===== src/rtl/mem_arbiter_if.sv =====
// Bus bundle for mem_arbiter: two requester ports, the shared memory port and status.
// The arbiter uses the slave modport. The master modport is the requester/memory side.
interface mem_arbiter_if #(
   parameter int unsigned ADDR_W = 10,
   parameter int unsigned DATA_W = 32
);
   // Port 0: CPU fetch / load-store
   logic              m0_req;
   logic              m0_we;
   logic [ADDR_W-1:0] m0_addr;
   logic [DATA_W-1:0] m0_wdata;
   logic              m0_ready;
   logic [DATA_W-1:0] m0_rdata;

   // Port 1: program loader / debug DMA
   logic              m1_req;
   logic              m1_we;
   logic [ADDR_W-1:0] m1_addr;
   logic [DATA_W-1:0] m1_wdata;
   logic              m1_ready;
   logic [DATA_W-1:0] m1_rdata;

   // Shared memory port
   logic              mem_en;
   logic              mem_we;
   logic [ADDR_W-1:0] mem_addr;
   logic [DATA_W-1:0] mem_wdata;
   logic [DATA_W-1:0] mem_rdata;

   // Status
   logic              busy;
   logic              owner;

   modport slave (
      input  m0_req, m0_we, m0_addr, m0_wdata,
      output m0_ready, m0_rdata,
      input  m1_req, m1_we, m1_addr, m1_wdata,
      output m1_ready, m1_rdata,
      output mem_en, mem_we, mem_addr, mem_wdata,
      input  mem_rdata,
      output busy, owner
   );

   modport master (
      output m0_req, m0_we, m0_addr, m0_wdata,
      input  m0_ready, m0_rdata,
      output m1_req, m1_we, m1_addr, m1_wdata,
      input  m1_ready, m1_rdata,
      input  mem_en, mem_we, mem_addr, mem_wdata,
      output mem_rdata,
      input  busy, owner
   );
endinterface


===== src/rtl/mem_arbiter.sv =====
// Two-requester arbiter and access sequencer for the unified instruction/data memory.
// Serialises port 0 (CPU) and port 1 (loader/DMA) onto one memory port: one-cycle strobe,
// fixed MEM_LAT wait (legal 1..15), then a one-cycle ready pulse with registered read data.
// Build option: define ARB_RR_EN for round-robin tie-breaking; otherwise port 0 has fixed
// priority and port 1 can starve.
module mem_arbiter #(
   parameter int unsigned ADDR_W  = 10,
   parameter int unsigned DATA_W  = 32,
   parameter int unsigned MEM_LAT = 1
) (
   input  logic         clk,
   input  logic         rst,
   mem_arbiter_if.slave bus
);

   localparam logic [3:0] LatCnt = 4'(MEM_LAT);

   typedef enum logic [1:0] {
      StIdle,
      StAccess,
      StResp
   } state_e;

   state_e            state_q;
   logic [3:0]        cnt_q;
   logic              mem_en_q;
   logic              mem_we_q;
   logic [ADDR_W-1:0] mem_addr_q;
   logic [DATA_W-1:0] mem_wdata_q;
   logic [DATA_W-1:0] m0_rdata_q;
   logic [DATA_W-1:0] m1_rdata_q;
   logic              m0_ready_q;
   logic              m1_ready_q;
   logic              busy_q;
   logic              owner_q;

   logic              gnt_any;
   logic              gnt_port;

`ifdef ARB_RR_EN
   // Last-granted port; reset to 1 so port 0 wins the first tie.
   logic              rr_q;

   // Arbitration: on a tie grant the port opposite the last grant.
   always_comb begin
      gnt_any  = bus.m0_req | bus.m1_req;
      gnt_port = 1'b0;
      if (bus.m0_req && bus.m1_req) begin
         gnt_port = ~rr_q;
      end else begin
         gnt_port = bus.m1_req;
      end
   end

   // Pointer follows every grant taken in IDLE.
   always_ff @(posedge clk) begin
      if (rst) begin
         rr_q <= 1'b1;
      end else if (state_q == StIdle && gnt_any) begin
         rr_q <= gnt_port;
      end
   end
`else
   // Arbitration: port 0 wins whenever it requests.
   always_comb begin
      gnt_any  = bus.m0_req | bus.m1_req;
      gnt_port = 1'b0;
      if (!bus.m0_req && bus.m1_req) begin
         gnt_port = 1'b1;
      end
   end
`endif

   // Access sequencer with registered outputs; strobe and ready default low each cycle.
   always_ff @(posedge clk) begin
      if (rst) begin
         state_q     <= StIdle;
         cnt_q       <= '0;
         mem_en_q    <= 1'b0;
         mem_we_q    <= 1'b0;
         mem_addr_q  <= '0;
         mem_wdata_q <= '0;
         m0_rdata_q  <= '0;
         m1_rdata_q  <= '0;
         m0_ready_q  <= 1'b0;
         m1_ready_q  <= 1'b0;
         busy_q      <= 1'b0;
         owner_q     <= 1'b0;
      end else begin
         mem_en_q   <= 1'b0;
         m0_ready_q <= 1'b0;
         m1_ready_q <= 1'b0;
         unique case (state_q)
            StIdle: begin
               if (gnt_any) begin
                  // Grant is committed here; later req changes do not abort it.
                  state_q     <= StAccess;
                  owner_q     <= gnt_port;
                  mem_en_q    <= 1'b1;
                  mem_we_q    <= gnt_port ? bus.m1_we : bus.m0_we;
                  mem_addr_q  <= gnt_port ? bus.m1_addr : bus.m0_addr;
                  mem_wdata_q <= gnt_port ? bus.m1_wdata : bus.m0_wdata;
                  cnt_q       <= LatCnt;
                  busy_q      <= 1'b1;
               end
            end
            StAccess: begin
               if (cnt_q == 4'd1) begin
                  // Last wait cycle: read data is valid, capture into the owner only.
                  if (!mem_we_q) begin
                     if (owner_q) begin
                        m1_rdata_q <= bus.mem_rdata;
                     end else begin
                        m0_rdata_q <= bus.mem_rdata;
                     end
                  end
                  m0_ready_q <= ~owner_q;
                  m1_ready_q <= owner_q;
                  state_q    <= StResp;
               end else begin
                  cnt_q <= cnt_q - 4'd1;
               end
            end
            StResp: begin
               state_q <= StIdle;
               busy_q  <= 1'b0;
            end
            default: begin
               state_q <= StIdle;
               busy_q  <= 1'b0;
            end
         endcase
      end
   end

   assign bus.mem_en    = mem_en_q;
   assign bus.mem_we    = mem_we_q;
   assign bus.mem_addr  = mem_addr_q;
   assign bus.mem_wdata = mem_wdata_q;
   assign bus.m0_rdata  = m0_rdata_q;
   assign bus.m1_rdata  = m1_rdata_q;
   assign bus.m0_ready  = m0_ready_q;
   assign bus.m1_ready  = m1_ready_q;
   assign bus.busy      = busy_q;
   assign bus.owner     = owner_q;

   // Only one requester can be completing at a time.
   a_ready_onehot: assert property (@(posedge clk) disable iff (rst)
      !(m0_ready_q && m1_ready_q));

   // The memory strobe never lasts more than one cycle.
   a_strobe_single: assert property (@(posedge clk) disable iff (rst)
      mem_en_q |=> !mem_en_q);

   // Ready is only ever presented in the response state.
   a_ready_in_resp: assert property (@(posedge clk) disable iff (rst)
      (m0_ready_q || m1_ready_q) |-> (state_q == StResp));

endmodule


===== src/flat_wrapper.sv =====
// flat-port wrapper written by rule: the top's interface ports become plain ports
module mem_arbiter_flat 
#(
   parameter int unsigned ADDR_W  = 10,
   parameter int unsigned DATA_W  = 32,
   parameter int unsigned MEM_LAT = 1
)
  (clk, rst, bus_m0_req, bus_m0_we, bus_m0_addr, bus_m0_wdata, bus_m0_ready, bus_m0_rdata, bus_m1_req, bus_m1_we, bus_m1_addr, bus_m1_wdata, bus_m1_ready, bus_m1_rdata, bus_mem_en, bus_mem_we, bus_mem_addr, bus_mem_wdata, bus_mem_rdata, bus_busy, bus_owner);
  mem_arbiter_if #(.ADDR_W(ADDR_W), .DATA_W(DATA_W)) bus_i ();
  input  logic clk;
  input  logic rst;
  input wire logic [$bits(bus_i.m0_req)-1:0] bus_m0_req;
  input wire logic [$bits(bus_i.m0_we)-1:0] bus_m0_we;
  input wire logic [$bits(bus_i.m0_addr)-1:0] bus_m0_addr;
  input wire logic [$bits(bus_i.m0_wdata)-1:0] bus_m0_wdata;
  output wire logic [$bits(bus_i.m0_ready)-1:0] bus_m0_ready;
  output wire logic [$bits(bus_i.m0_rdata)-1:0] bus_m0_rdata;
  input wire logic [$bits(bus_i.m1_req)-1:0] bus_m1_req;
  input wire logic [$bits(bus_i.m1_we)-1:0] bus_m1_we;
  input wire logic [$bits(bus_i.m1_addr)-1:0] bus_m1_addr;
  input wire logic [$bits(bus_i.m1_wdata)-1:0] bus_m1_wdata;
  output wire logic [$bits(bus_i.m1_ready)-1:0] bus_m1_ready;
  output wire logic [$bits(bus_i.m1_rdata)-1:0] bus_m1_rdata;
  output wire logic [$bits(bus_i.mem_en)-1:0] bus_mem_en;
  output wire logic [$bits(bus_i.mem_we)-1:0] bus_mem_we;
  output wire logic [$bits(bus_i.mem_addr)-1:0] bus_mem_addr;
  output wire logic [$bits(bus_i.mem_wdata)-1:0] bus_mem_wdata;
  input wire logic [$bits(bus_i.mem_rdata)-1:0] bus_mem_rdata;
  output wire logic [$bits(bus_i.busy)-1:0] bus_busy;
  output wire logic [$bits(bus_i.owner)-1:0] bus_owner;
  assign bus_i.m0_req = bus_m0_req;
  assign bus_i.m0_we = bus_m0_we;
  assign bus_i.m0_addr = bus_m0_addr;
  assign bus_i.m0_wdata = bus_m0_wdata;
  assign bus_m0_ready = bus_i.m0_ready;
  assign bus_m0_rdata = bus_i.m0_rdata;
  assign bus_i.m1_req = bus_m1_req;
  assign bus_i.m1_we = bus_m1_we;
  assign bus_i.m1_addr = bus_m1_addr;
  assign bus_i.m1_wdata = bus_m1_wdata;
  assign bus_m1_ready = bus_i.m1_ready;
  assign bus_m1_rdata = bus_i.m1_rdata;
  assign bus_mem_en = bus_i.mem_en;
  assign bus_mem_we = bus_i.mem_we;
  assign bus_mem_addr = bus_i.mem_addr;
  assign bus_mem_wdata = bus_i.mem_wdata;
  assign bus_i.mem_rdata = bus_mem_rdata;
  assign bus_busy = bus_i.busy;
  assign bus_owner = bus_i.owner;
  mem_arbiter #(.ADDR_W(ADDR_W), .DATA_W(DATA_W), .MEM_LAT(MEM_LAT)) u_core (.clk(clk), .rst(rst), .bus(bus_i));
endmodule

===== config.mk =====
export PLATFORM = sky130hd
export DESIGN_NAME = mem_arbiter_flat
export DESIGN_NICKNAME = d
export VERILOG_FILES = /design/src/rtl/mem_arbiter_if.sv /design/src/rtl/mem_arbiter.sv /design/src/flat_wrapper.sv
export SDC_FILE = /design/constraint.sdc
export NUM_CORES = 1
export LEC_CHECK = 0
export ABC_AREA = 1
export BUFFER_PORTS_ARGS = -buffer_cell sky130_fd_sc_hd__buf_2
export CORE_MARGIN = 2
export CORE_UTILIZATION = 52
export CTS_BUF_LIST = sky130_fd_sc_hd__clkbuf_2 sky130_fd_sc_hd__clkbuf_4 sky130_fd_sc_hd__clkbuf_8
export DETAILED_ROUTE_END_ITERATION = 7
export PLACE_DENSITY = 0.93
export SLEW_MARGIN = 20
export SYNTH_ARGS = -nofsm -noshare
export SYNTH_HDL_FRONTEND = slang
export SYNTH_SLANG_ARGS = --single-unit

===== constraint.sdc =====
create_clock -name clk -period 2.85 [get_ports clk]
set_clock_uncertainty 0.2 [all_clocks]
set_input_delay 0.1425 -clock clk [delete_from_list [all_inputs] [get_ports clk]]
set_output_delay 0.1425 -clock clk [all_outputs]
set_load 0.02 [all_outputs]

Word level (Yosys, flattened, before mapping)
Cells that the tools add are included.

cells by class
  multiplexer cells = 13
  reduce and logical (&&, ||, !) cells = 12
  $add $sub $neg = 1
  equal/unequal tests = 5
  bitwise operators = 6

operator list
  cell                                                                     count
  32-bit two-way mux                                                       1
  10-bit two-way mux                                                       1
  4-bit two-way mux                                                        2
  4-bit case mux with 2 select lines                                       1
  4-bit AND reduction                                                      2
  2-bit AND reduction                                                      3
  1-bit inverter                                                           5
  4-bit by 1-bit equality test with 1-bit output, second input constant    1
  1-bit two-way mux                                                        4
  2-bit two-way mux                                                        2
  2-bit by 1-bit inequality test with 1-bit output, second input constant  2
  2-bit case mux with 2 select lines                                       1
  4-bit by 1-bit subtractor with 4-bit output, second input constant       1
  3-bit AND reduction                                                      1
  3-bit OR reduction                                                       1
  2-bit by 1-bit equality test with 1-bit output, second input constant    1
  2-bit zero test                                                          1
  2-bit inequality test, second input constant                             1
  1-bit case mux with 2 select lines                                       1
  2-bit nonzero test                                                       1
  2-bit OR reduction                                                       1
  1-bit logical AND                                                        1
  1-bit zero test                                                          1
  1-bit bitwise OR                                                         1

storage, ports and cells
  register bits = 118
  word-level logic and storage cells = 49

Longest topological paths before layout
Gate-level depths: netlist of the first run.

  word-level depth = 4
  gate-level depth with buffers = 9
  gate-level depth less buffers = 8

Least setup slack after synthesis of the first run
OpenSTA, ideal clock, no wires.

  path kind = register to register
  start point = register u_core.cnt_q[1]
  end point = register u_core.m1_rdata_q[14], in the netlist u_core.bus.m1_rdata[14]
  buffers on the path = 2
  arrival time = 1.188 ns
  setup slack = 1.398 ns
  period minus slack after synthesis = 1.452 ns
  data required time = 2.586 ns
  library setup time = 0.064 ns
  cell stages (with the launch flop) = 10
  cell sequence = dfxtp_1 -> inv_1 -> ha_1 -> nand2_2 -> inv_2 -> buf_6 -> buf_2 -> nand3b_1 -> nand2_1 -> nor2_1

on the way
  word-level cells in the longest chain between the ends = 2

ends and longest elaborated chain
  what                                            RTL line            source
  from (decl)                                     mem_arbiter.sv:25   logic [3:0] cnt_q;
  from (signal assigned)                          mem_arbiter.sv:103  cnt_q <= LatCnt;
  from (signal assigned)                          mem_arbiter.sv:121  cnt_q <= cnt_q - 4'd1;
  4-bit by 1-bit equality test with 1-bit output  mem_arbiter.sv:108  if (cnt_q == 4'd1) begin
  4-bit AND reduction (no line)                   --
  to (signal assigned)                            mem_arbiter.sv:112  m1_rdata_q <= bus.mem_rdata;
  to (decl)                                       mem_arbiter.sv:31   logic [DATA_W-1:0] m1_rdata_q;

No other way between the ends.
A chain may end at the register's enable or synchronous reset.

Worst setup path after layout of the first run
  start point = input bus_m1_req
  end point = register u_core.mem_we_q, in the netlist u_core.bus.mem_we

on the way
  word-level cells in the longest chain between the ends = 3
  elaborated cells between the ends (all ways) = 5
  classes of those cells = mux: 2; bitwise: 1; reduce/logical: 2

ends and longest elaborated chain
  what                  RTL line            source
  from (decl)           flat_wrapper.sv:18  input wire logic [$bits(bus_i.m1_req)-1:0] bus_m1_req;
  1-bit logical AND     mem_arbiter.sv:68   if (!bus.m0_req && bus.m1_req) begin
  1-bit two-way mux     mem_arbiter.sv:68
  1-bit two-way mux     mem_arbiter.sv:100  mem_we_q <= gnt_port ? bus.m1_we : bus.m0_we;
  to (signal assigned)  mem_arbiter.sv:100
  to (decl)             mem_arbiter.sv:27   logic mem_we_q;

Several ways; a longest one is shown, not always the timed one.

==> flow_summary.toml, run 1 <==
[run_status]
run_status = "complete, no violations"

[finish]
fin_cells = 1181
stdcell_area_um2 = 7880
final_util_pct = 85.3
nets = 1163
drive_gt1_share_pct = 27.6
diodes = 0
area_delta_synth_final_pct = 58.7

[yosys]
synth_area_um2 = 4970
synth_edf_count = 0
synth-main-ff-cell = "dfxtp_1"
syn_nets = 824
yosys-top-cells-area = "dfxtp_1 48%, nand2_1 22%, nand3_1 8.0%, nor2_1 5.4%, nand3b_1 4.8%"
ys_types = 23
yosysWarnings = 0
yosys.area.top_type = "dfxtp_1"
ys_ff_latch = 118
syn_area_per_cell_um2 = 7.10
async_flop_share_pct = 0
synth_top_area_share_pct = 47.6
syn_inst = 700
ys_seq_area_share_pct = 47.6

[sta]
timing.setup.tns_ns = 0
clock.fmax_mhz = 359
post-route-min-period_ns = 2.78
post-route-period-util_pct = 97.7
rsz0062_at_grt = "false"
hold_violations = 0
holdWs_ns = 0.250
worst_pin_slew_ns = 0.756
timing.final.ws_setup_ns = 0.0662
finalSetupViolations = 0
slew_viol_final = 0
slew_headroom_pct = 49.5

[cts]
numClockSinks = 118
clkLatencyLatePin_ns = 0.41
cts_max_level = 4
cts_buffers = 17
post_cts_buffers = 0
cts_tree = "done"
root_buffer = "clkbuf_8"
clk_pin_slew_worst_paths_ns = 0.07
cts-root-to-sink-buffers = 2

[place]
port_buffers = 233
post-place-ws_ns = 1.03
placed_cell_area_um2 = 6100
dp.final_hpwl_um = 9410
dp_cells = 1025
gp_congestion = 0.806

[global_route]
antenna_found_initial = 0
grt_pass1_wl_um = 31500
grt_usage_pct = 39.0
grt_max_degree = 66
grt_overflow_total = 0
grt_pass1_vias = 6462

[die]
design.die.area_um2 = 10400
die_x_um = 102
start_util_pct = 53.8
die_h_um = 102
ioPinCount = 234
core_um2 = 9240
num_rows = 35

[critical_path]
worst_path_largest_cell_delay_ns = 0.59
worstPathArrival_ns = 2.93
crit_chain = "dlygate4sd3_1 -> buf_2 -> buf_4 -> nand3_1 -> nand2_1 -> dlygate4sd3_1 -> nand2_1 -> o21ai_0 -> dlygate4sd3_1"
slowest_stage = "dlygate4sd3_1"
crit_type = "input pin to register"
cp-end-kind = "register"
crit_path_start_kind = "input pin"
crit_required_ns = 3.00
cpMostUsedCell = "dlygate4sd3_1"
worstPathMaxFanout = 43

[run]
drv_cap = 0

[drt]
dr_total_vias = 6653
wl_um = 20600
routed_via_density = 5.63
drt_iter0_markers = 490
dr.pass1.iters = 6
wl_per_cell_um = 17.4
post-route-drc-count = 0
ant_nets = 0

[power_and_ir_drop]
power.leakage_nw = 4.05
power_mw = 4.85
ir_drop_uv = 403
power_density_nw_per_um2 = 615

[hold_path]
hold_path.class = "register to register"
==> final cells by class <==
| cell class | count | area, µm² |
|---|---|---|
| Clock buffer | 21 | 283 |
| Timing Repair Buffer | 367 | 2500 |
| Inverter | 14 | 52.6 |
| Fill cell | 427 | 1360 |
| Tap cell | 129 | 161 |
| Sequential cell | 118 | 2360 |
| Clock inverter | 11 | 244 |
| Multi-Input combinational cell | 521 | 2280 |
==> cell usage after synthesis, types with 2 or more instances <==
cell type / instances
a21oi_1: 36
buf_1: 4
buf_2: 18
buf_4: 11
buf_6: 4
clkbuf_1: 10
dfxtp_1: 118
ha_1: 2
inv_1: 7
inv_2: 7
nand2_1: 287
nand2_2: 2
nand3_1: 79
nand3b_1: 32
nor2_1: 72
nor2_2: 2
o21ai_0: 3
==> power breakdown <==
group	switching (mW)	internal (mW)
sequential	0.0739	1.76
clock	0.698	1.30
combinational	0.617	0.393
==> layer usage <==
layer / vias up / share of wire [%] / GRT usage [%]
li1: 2905 / - / -
met1: 2990 / 34 / 44.2
met2: 625 / 47 / 63.7
met5: - / 0 / 0
met4: 0 / 6.5 / 25.1
met3: 133 / 12 / 11.7
==> logic make-up after synthesis <==
family	Yosys count	share of synthesized area [%]
compound gates	41	4.23
fa+ha+maj	2	0.504
buf+inv	61	6.50
flops	118	47.6
simple gates	478	41.2
==> worst max-delay path: cells and delay by family <==
family	cells	cell delay, ns
AOI/OAI and AO/OA	1	0.12
and+or+nand+nor	3	0.33
buffers and inverters	5	2.31
==> cells in the final DEF (no fill, tap or decap), types with 3 or more instances in the layout <==
master,n
bufinv_16,7
buf_2,233
clkbuf_8,20
nand3_1,79
o21ai_0,3
dfxtp_1,118
nor2_1,72
buf_4,8
dlygate4sd3_1,124
inv_1,7
clkinv_4,3
inv_2,7
nand2_1,287
nand3b_1,32
a21oi_1,36
==> what timing repair did <==
action	in CTS	in global routing
hold buffers	124	0
hold endpoints to repair	110	0
gates resized for setup	0	4
setup endpoints to repair	0	1
==> state kept, by name, summed over array words and instances, names as in the netlist, 2 cells and up <==
| register | count |
|---|---|
| u_core.state_q | 2 |
| u_core.bus.mem_wdata | 32 |
| u_core.bus.m0_rdata | 32 |
| u_core.bus.mem_addr | 10 |
| u_core.cnt_q | 4 |
| u_core.bus.m1_rdata | 32 |
==> worst paths after layout <==
| path | end | slack, ns | depth (start not counted) | startpoint |
|---|---|---|---|---|
| max | u_core.bus.mem_we$_SDFFE_PP0P_ | 0.07 | 9 | bus_m1_req |
| min | u_core.bus.m0_ready$_SDFF_PP0_ | 0.25 | 1 | u_core.bus.owner$_SDFFE_PP0P_ |
| max reg2reg | u_core.bus.mem_wdata[4]$_SDFFE_PP0P_ | 0.42 | 7 | u_core.state_q[1]$_SDFFE_PP0P_ |
| min reg2reg | u_core.bus.m0_ready$_SDFF_PP0_ | 0.25 | 1 | u_core.bus.owner$_SDFFE_PP0P_ |
Power figures use the tool's default switching activity.
==> run 2: changes to the inputs <==
CORE_UTILIZATION = 50   (was 52)
CTS_BUF_LIST = sky130_fd_sc_hd__clkbuf_4 sky130_fd_sc_hd__clkbuf_8 sky130_fd_sc_hd__clkbuf_16   (was sky130_fd_sc_hd__clkbuf_2 sky130_fd_sc_hd__clkbuf_4 sky130_fd_sc_hd__clkbuf_8)
PLACE_DENSITY = 0.9   (was 0.93)
==> flow_summary.toml, run 2 (synthesized netlist as in run 1, its figures left out) <==
[power_and_ir_drop]
power_density_nw_per_um2 = 631
power.leakage_nw = 4.28
ir_drop_uv = 460
power_mw = 5.21

[global_route]
grt_pass1_vias = 6667
antenna_found_initial = 0
grt_pass1_wl_um = 32900
grt_max_degree = 65
grt_usage_pct = 37.9
grt_overflow_total = 0

[critical_path]
r2r-end = "u_core.bus.m0_rdata[25]$_SDFFE_PP0P_"
cp-end-kind = "register"
crit_type = "register to register"
worstPathArrival_ns = 2.81
r2r_setup_slack_ns = 0.27
worstPathMaxFanout = 64
reg2regPathDepth = 8
r2r_start = "u_core.cnt_q[1]$_SDFFE_PP0P_"
crit_path_start_kind = "register"
crit_required_ns = 3.08

[die]
ioPinCount = 234
design.die.area_um2 = 10700
die_h_um = 104
start_util_pct = 51.1
num_rows = 36
die_x_um = 104
core_um2 = 9730

[place]
post-place-ws_ns = 1.02
gp_congestion = 0.793
port_buffers = 233
dp.final_hpwl_um = 9350
dp_cells = 1029

[hold_path]
whs_path_depth = 2
hold_start = "u_core.bus.mem_wdata[12]$_SDFFE_PP0P_"
hold_end = "u_core.bus.mem_wdata[12]$_SDFFE_PP0P_"
hold_path.class = "register to register"

[drt]
dr_total_vias = 6704
drt_iter0_markers = 648
wl_um = 20700
post-route-drc-count = 4
dr.pass1.iters = 8
ant_nets = 0
wl_per_cell_um = 17.1
routed_via_density = 5.54

[sta]
timing.setup.tns_ns = 0
slew_viol_final = 0
clock.fmax_mhz = 388
slew_headroom_pct = 50.6
post-route-period-util_pct = 90.5
hold_violations = 0
timing.final.ws_setup_ns = 0.271
finalSetupViolations = 0
post-route-min-period_ns = 2.58
rsz0062_at_grt = "false"
worst_pin_slew_ns = 0.739

[cts]
root_buffer = "clkbuf_8"
cts_buffers = 17
cts-root-to-sink-buffers = 2
clkLatencyLatePin_ns = 0.50
clk_pin_slew_worst_paths_ns = 0.06
cts_tree = "done"
numClockSinks = 118
cts_max_level = 4
post_cts_buffers = 0

[finish]
drive_gt1_share_pct = 26.9
fillers = 488
mostFrequentLayoutCells = "287 x nand2_1, 233 x buf_2, 149 x dlygate4sd3_1"
fin_cells = 1210
area_delta_synth_final_pct = 66.2
nets = 1188
layout_commonest_cell = "nand2_1"
diodes = 0

[run_status]
failed_checks = "design-rule violations"
run_status = "complete, but fails checks"

[run]
drv_cap = 0
-- run 2: cell types whose count changed in the layout (fill, tap and decap cells not counted), sizes merged --
cell,change
bufinv,-2
clkinvlp,-1
clkinv,+2
dlygate4sd3,+25
inv,+1
-- run 2: final cells by class --
class | count | area, µm² | share of cell area, %
Clock inverter | 11 | 195 | 2.36
Tap cell | 133 | 166 | 2.02
Clock buffer | 21 | 463 | 5.61
Multi-Input combinational cell | 521 | 2280 | 27.6
Sequential cell | 118 | 2360 | 28.6
Inverter | 14 | 52.6 | 0.637
Timing Repair Buffer | 392 | 2730 | 33.1
-- run 2: worst max-delay path by stage --
stage                                         startpoint                                     to  slack [ns]  cells past startpoint
after floorplan             u_core.cnt_q[1]$_SDFFE_PP0P_   u_core.bus.m1_rdata[14]$_SDFFE_PP0P_        1.40                      9
final                       u_core.cnt_q[1]$_SDFFE_PP0P_   u_core.bus.m0_rdata[25]$_SDFFE_PP0P_        0.27                      8
after global routing        u_core.cnt_q[1]$_SDFFE_PP0P_   u_core.bus.m0_rdata[25]$_SDFFE_PP0P_        0.14                      8
after detailed placement    u_core.cnt_q[1]$_SDFFE_PP0P_         u_core.bus.m1_ready$_SDFF_PP0_        1.02                      7
after CTS                 u_core.state_q[1]$_SDFFE_PP0P_  u_core.bus.mem_wdata[17]$_SDFFE_PP0P_        0.48                      8
after global placement    u_core.state_q[1]$_SDFFE_PP0P_         u_core.bus.mem_we$_SDFFE_PP0P_        1.08                      7
-- run 2: power breakdown --
part | internal (mW) | total (mW) | switching, mW
Combinational | 0.412 | 1.03 | 0.618
Clock | 1.59 | 2.35 | 0.757
Sequential | 1.76 | 1.83 | 0.0696
-- run 2: critical path, stage by stage (launching register included) --
cell           delay [ns]
dfxtp_1              0.32
inv_1                0.08
ha_1                 0.16
nand2_2              0.09
inv_2                0.07
buf_4                0.51
nand3_1              0.21
a21oi_1              0.26
dlygate4sd3_1        0.59
-- run 2: through the flow --
stage	instance area, µm²	hold WS [ns]	util, %
final	8250	0.250	84.8
after floorplan	4970	0.107	-
after detailed placement	6100	0.226	62.7
after global routing	8250	0.274	84.8
after CTS	8250	0.249	84.8
after global placement	6100	0.221	62.7
-- run 2: repair_timing --
item,CTS,global route
hold buffers,149,0
endpoints found under the hold margin,113,0
gates resized for setup,0,0
-- run 2: per-layer routing --
| layer | global-route usage, % | wire, µm |
|---|---|---|
| met1 | 42.4 | 7110 |
| met2 | 62.3 | 9610 |
| met3 | 11.2 | 2640 |
| met4 | 25.4 | 1350 |
| met5 | 0 | 0 |
